$ cat src/rtl/spi_receiver.sv
// SPI slave receiver: synchronizes the serial pins into the i_clk domain,
// assembles bytes on serial-clock rising edges, and presents them through a
// valid/ready holding register with overrun and abort reporting.
module spi_receiver #(
  parameter int SYNC_STAGES = 2,
  parameter bit MSB_FIRST   = 1
) (
  input  logic       i_clk,
  input  logic       i_rst,
  input  logic       i_s_clk,
  input  logic       i_mosi,
  input  logic       i_ss,
  input  logic       i_ready,
  output logic [7:0] o_data,
  output logic       o_valid,
  output logic       o_overrun,
  output logic       o_abort,
  output logic       o_busy
);

  typedef enum logic {IDLE, SHIFT} state_t;

  logic [SYNC_STAGES-1:0] sclk_sync, mosi_sync, ss_sync;
  logic                   sclk_d;
  logic                   sclk_s, mosi_s, ss_s;
  logic                   take;

  state_t     state, state_nxt;
  logic [2:0] cnt, cnt_nxt;
  logic [7:0] sh, sh_nxt, sh_cap;
  logic       done, abort_nxt;

  // Synchronizer chains; s_clk and ss reset to their idle-high level so no
  // phantom edge or select is seen when reset releases.
  always_ff @(posedge i_clk) begin
    if (i_rst) begin
      sclk_sync <= '1;
      ss_sync   <= '1;
      mosi_sync <= '0;
      sclk_d    <= 1'b1;
    end else begin
      sclk_sync <= {sclk_sync[SYNC_STAGES-2:0], i_s_clk};
      ss_sync   <= {ss_sync[SYNC_STAGES-2:0], i_ss};
      mosi_sync <= {mosi_sync[SYNC_STAGES-2:0], i_mosi};
      sclk_d    <= sclk_sync[SYNC_STAGES-1];
    end
  end

  assign sclk_s = sclk_sync[SYNC_STAGES-1];
  assign mosi_s = mosi_sync[SYNC_STAGES-1];
  assign ss_s   = ss_sync[SYNC_STAGES-1];

  // Only rising serial edges with slave select low carry data.
  assign take   = sclk_s & ~sclk_d & ~ss_s;
  assign sh_cap = MSB_FIRST ? {sh[6:0], mosi_s} : {mosi_s, sh[7:1]};

  // Bit-assembly state, counter and shift register.
  always_ff @(posedge i_clk) begin
    if (i_rst) begin
      state <= IDLE;
      cnt   <= '0;
      sh    <= '0;
    end else begin
      state <= state_nxt;
      cnt   <= cnt_nxt;
      sh    <= sh_nxt;
    end
  end

  // Next-state: ss deassertion beats a coincident edge; the 8th bit wraps
  // the counter to 0 and returns to IDLE so the next byte can follow at once.
  always_comb begin
    state_nxt = state;
    cnt_nxt   = cnt;
    sh_nxt    = sh;
    done      = 1'b0;
    abort_nxt = 1'b0;
    case (state)
      IDLE: begin
        if (take) begin
          sh_nxt    = sh_cap;
          cnt_nxt   = 3'd1;
          state_nxt = SHIFT;
        end
      end
      SHIFT: begin
        if (ss_s) begin
          abort_nxt = 1'b1;
          cnt_nxt   = '0;
          sh_nxt    = '0;
          state_nxt = IDLE;
        end else if (take) begin
          sh_nxt  = sh_cap;
          cnt_nxt = cnt + 3'd1;
          if (cnt == 3'd7) begin
            done      = 1'b1;
            state_nxt = IDLE;
          end
        end
      end
      default: state_nxt = IDLE;
    endcase
  end

  // Output holding register: a completed byte loads if the slot is empty or
  // being consumed this cycle, otherwise it is dropped and flagged.
  always_ff @(posedge i_clk) begin
    if (i_rst) begin
      o_data    <= '0;
      o_valid   <= 1'b0;
      o_overrun <= 1'b0;
      o_abort   <= 1'b0;
    end else begin
      o_overrun <= 1'b0;
      o_abort   <= abort_nxt;
      if (done) begin
        if (!o_valid || i_ready) begin
          o_data  <= sh_cap;
          o_valid <= 1'b1;
        end else begin
          o_overrun <= 1'b1;
        end
      end else if (o_valid && i_ready) begin
        o_valid <= 1'b0;
      end
    end
  end

  assign o_busy = (state == SHIFT);

endmodule

$ cat config.mk
export PLATFORM = sky130hd
export DESIGN_NAME = spi_receiver
export DESIGN_NICKNAME = d
export VERILOG_FILES = /design/src/rtl/spi_receiver.sv
export SDC_FILE = /design/constraint.sdc
export NUM_CORES = 1
export LEC_CHECK = 0
export CAP_MARGIN = 10
export CORE_ASPECT_RATIO = 0.7
export CORE_UTILIZATION = 35
export DETAILED_ROUTE_END_ITERATION = 16
export HOLD_SLACK_MARGIN = 0.05
export PLACE_DENSITY_LB_ADDON = 0.15
export RECOVER_POWER = 25
export SETUP_SLACK_MARGIN = 0.1
export SLEW_MARGIN = 20
export SYNTH_ARGS = -nofsm -noshare
export SYNTH_HDL_FRONTEND = slang
export SYNTH_SLANG_ARGS = --single-unit
$ cat constraint.sdc
create_clock -name i_clk -period 4.7 [get_ports i_clk]
set_clock_uncertainty 0.2 [all_clocks]
set_input_delay 0.94 -clock i_clk [delete_from_list [all_inputs] [get_ports i_clk]]
set_output_delay 0.94 -clock i_clk [all_outputs]
set_load 0.01 [all_outputs]
Word-level counts from Yosys, hierarchy flattened:

Index checks and enable logic that the tools add are counted.

* bits in read-only memories: 0
* register bits: 30
* input port bits: 6
* memory bits (writable): 0
* output and inout bits: 12
* logic and storage cells: 52
* bits in latches: 0
* memories kept: 0

* eq/ne operators: 4
* order comparisons: 0
* bitwise gates (word level): 6
* add/sub/neg operators: 1
* mux-type cells: 21
* multiply operators: 0
* shift operators: 0
* reduce and logical (&&, ||, !) cells: 9
* divide/modulo/power cells: 0

Operators by type and width (number)
* $mux 8: 2
* $pmux 8 s2: 1
* $mux 1: 13
* $mux 3: 3
* $pmux 3 s2: 1
* $reduce_and 2->1: 3
* $not 1->1: 4
* $reduce_or 2->1: 2
* $add 3x1->3 const B: 1
* $eq 3x3->1 const B: 1
* $ne 3x3->1 const B: 1
* $and 1x1->1: 2
* $ne 2x1->1 const B: 1
* $ne 2x2->1 const B: 1
* $pmux 1 s2: 1
* $reduce_bool 2->1: 1
* $logic_and 1x1->1: 1
* $logic_not 1->1: 1
* $logic_or 1x1->1: 1

Longest topological paths before layout:

* depth in word-level cells: 8
* mapped depth: 6

Worst setup path after synthesis:

OpenSTA, ideal clock, no wires.

* path kind: input to register
* start: input port i_ready
* end: register o_data[0]
* stages on the path: 4
* data required time: 4.428 ns
* setup slack: 2.886 ns
* arrival time: 1.542 ns
* buffers on the path: 1
* path through: nand2b_1 -> nor3b_2 -> buf_6 -> mux2i_1

* cells in the longest elaborated chain, start to end: 2

Ends and longest elaborated chain
* from (decl): line 13 `input logic i_ready,`
* $logic_or 1x1->1: line 117 `if (!o_valid || i_ready) begin`
* $reduce_and 2->1 (no line)
* to (signal assigned): line 118 `o_data <= sh_cap;`
* to (decl): line 14 `output logic [7:0] o_data,`

Every way passes these cells.
A chain may end at the register's enable or synchronous reset.

==> results.md <==
- Status: complete, no violations
- Worst Path Max Fanout: 31
- Post-synthesis adder-cell area fraction: 2.29%
- Final setup fails: 0
- Leakage: approximately 0.00047 uW
- CTS sink cnt: 29
- Hold Buf Count CTS: 0
- Number of H-tree levels: 2
- Setup TNS: 0 ns
- Routability cong.: 0.661
- Hpwl dp: 1200 microns
- Worst path max stage delay: between 1 and 1.5 ns
- Final core occ: a little under half
- Rows: 16
- Syn Inst Count: 112
- Crit Path Class: primary input to flop
- Minimum clock period: 2.55 ns
- Slew at the pin closest to its max-slew limit: roughly 0.9 ns
- Pin count of the biggest net entering global routing: 32
- Final Max Tran Viols: 0
- Post-CTS sizing: 0
- Worst Path Buf+Inv: 1
- Fill cells: 282
- Avg WL per Cell: 10.5 microns
- Port-buffer cells: 17
- Core footprint: 2880 sq um
- Area Growth Syn to Fin: 24.9%
- Sequential share of the synthesized area: ~53%
- Largest family of logic cells by synthesized area: simple AND/OR/NAND/NOR gates
- Post-place setup slack: between 1.5 and 2 ns
- Initial Utilization: 37.9%
- Residual DRC: 0
- Post-CTS setup repair buffer count: 0
- CTS Buf Count: 5
- Post-Syn Area per Cell: 9.75 sq um
- Final hold vios: 0
- Number of synthesized register bits: 29
- DRT iter0 DRCs: 26
- Fmax: 393 MHz
- Worst path cell trace: dlygate4sd3_1 -> nand2b_1 -> a21oi_1
- Power density cells: between 300 and 400 nW/um^2
- Simple-gate portion of the synthesized area: 27.4%
- Clk_lat worst skew: ~0.27 ns
- Worst vdd ir: 0.000192 V
- Data arrival time of the critical path: between 2 and 3 ns
- Most frequent cells in the layout: dfxtp_1, nand2b_1, nand2_1
- Clk buf depth: 2
- Number of library cell types mapped by synthesis: 17
- Worst Setup Start Kind: primary input
- Share of post-route cells with drive strength above 1: 9.92%
- Placed Cells: 160
- CTS tree: built
- Via Count: 769
- Routed vias/inst: between 4 and 5
- Crit path capture type: flop
- Syn_nets: 120
- Final worst-path cycle share: between 50% and 60%
- Crit path max-delay cell type: dlygate4sd3_1
- Vias in the first global route: 692
- Cell family with most CP delay: buffers and inverters
- DR pass1 iterations: 4
- Routed Antenna Nets: 0
- Worst slew margin: 39.6%
- Total track usage: 12.8%
- CTS clk-pin slew, worst paths: 0.05 ns
- Die X: approximately 69 microns
- Compound-Gate Fraction of Synth Area: 5.50%
- Most common cell after layout, fill and taps aside: dfxtp_1
- Register Area: 581 sq um
- Synth Area in XOR/XNOR: 0%
- Synthesized area: 1090 sq um
- Multiplexer share of the synthesized area: about 8.2%
- Max Cap Viol: 0
- Grt total ovfl: 0
- Ports: 18
- Die Span Y: 48.7 microns
- Drt total wl: 1760 microns
- Global-route wire length before repair: around 3000 microns
- Root buffer cell: clkbuf_8
- Area occupied by multi-input gates: 474 sq um
- Cell Count, Final, Fillers Out: 167
- YS warnings: 0
- Required time of the critical path: about 4.7 ns
- Fin worst setup slack: 2.15 ns
- Initial antenna violation count: 0
- Diodes inserted: 0
- Die area: roughly 3400 sq um
- Worst Hold Class: flop to flop
- Layout Nets: 139
- Overall power: 460 uW
- RSZ-0062 raised after global routing: no
Yosys cell counts (all sizes together):
cell,n,area (sq um)
nand2,16,60.1
clkbuf,4,15.0
or3b,1,8.76
nor2,2,7.51
a21oi,10,50.1
dfxtp,29,581
nor3,3,15.0
o211a,1,10.0
ha,2,25.0
or2,5,31.3
nor3b,2,20.0
mux2i,9,90.1
nor2b,3,18.8
buf,2,22.5
nand3,5,25.0
nand2b,18,113
stage by stage:
step                area, sq um  hold slack, ns
global route               1360           0.232
detailed placement         1280           0.197
global placement           1280           0.195
CTS                        1360           0.209
floorplan                  1090           0.189
finish                     1360           0.207
layout make-up:
cell class / instances / area share [%]
multi-input cells: 77 / 34.8
repair buffers: 18 / 13.0
clock buffers: 7 / 6.33
well taps: 36 / 3.30
flip-flops and latches: 29 / 42.6
worst register-to-register path, stage by stage (launching register included):
cell and delay, ns:
dfxtp_1 0.35, or3b_1 0.56, nor3b_2 0.79, mux2i_1 0.27
power breakdown:
part	switching, uW	total, uW	internal, uW
Sequential	1.28	250	249
Clock	80.9	196	116
Combinational	5.59	13.6	7.99
Total	87.8	460	372
path summary, 6_finish.rpt:
| check | start | end | slack (ns) | cells past startpoint |
|---|---|---|---|---|
| worst min-delay path | ss_sync[0]$_SDFF_PP1_ | ss_sync[1]$_SDFF_PP1_ | 0.21 | 1 |
| worst max-delay path | i_rst | sh[0]$_SDFF_PP0_ | 2.15 | 3 |
| worst min register to register | ss_sync[0]$_SDFF_PP1_ | ss_sync[1]$_SDFF_PP1_ | 0.21 | 1 |
| worst max register to register | ss_sync[1]$_SDFF_PP1_ | o_data[1]$_SDFFE_PP0P_ | 2.46 | 3 |
routing by layer:
layer / up-vias / global-route usage, % / part of all wire (%)
met4: 0 / 9.18 / 3.0
met5: - / 0 / 0
met2: 16 / 16.8 / 39
li1: 405 / - / -
met1: 340 / 15.7 / 53
met3: 8 / 6.37 / 5.1
logic make-up (layout without fill, tap and decap cells):
family	after synthesis	in the layout
and+or+nand+nor	55	55
DFF	29	29
AOI/OAI and AO/OA	11	11
muxes	9	9
buffers and inverters	6	25
adders and majority gates	2	2
state kept, by name, indices dropped and copies added (netlist names):
register   cells
o_data         8
sh             7
cnt            3
mosi_sync      2
sclk_sync      2
ss_sync        2
o_abort        1
o_busy         1
o_overrun      1
o_valid        1
sclk_d         1
Note: power is estimated with default switching activity, not from simulation.
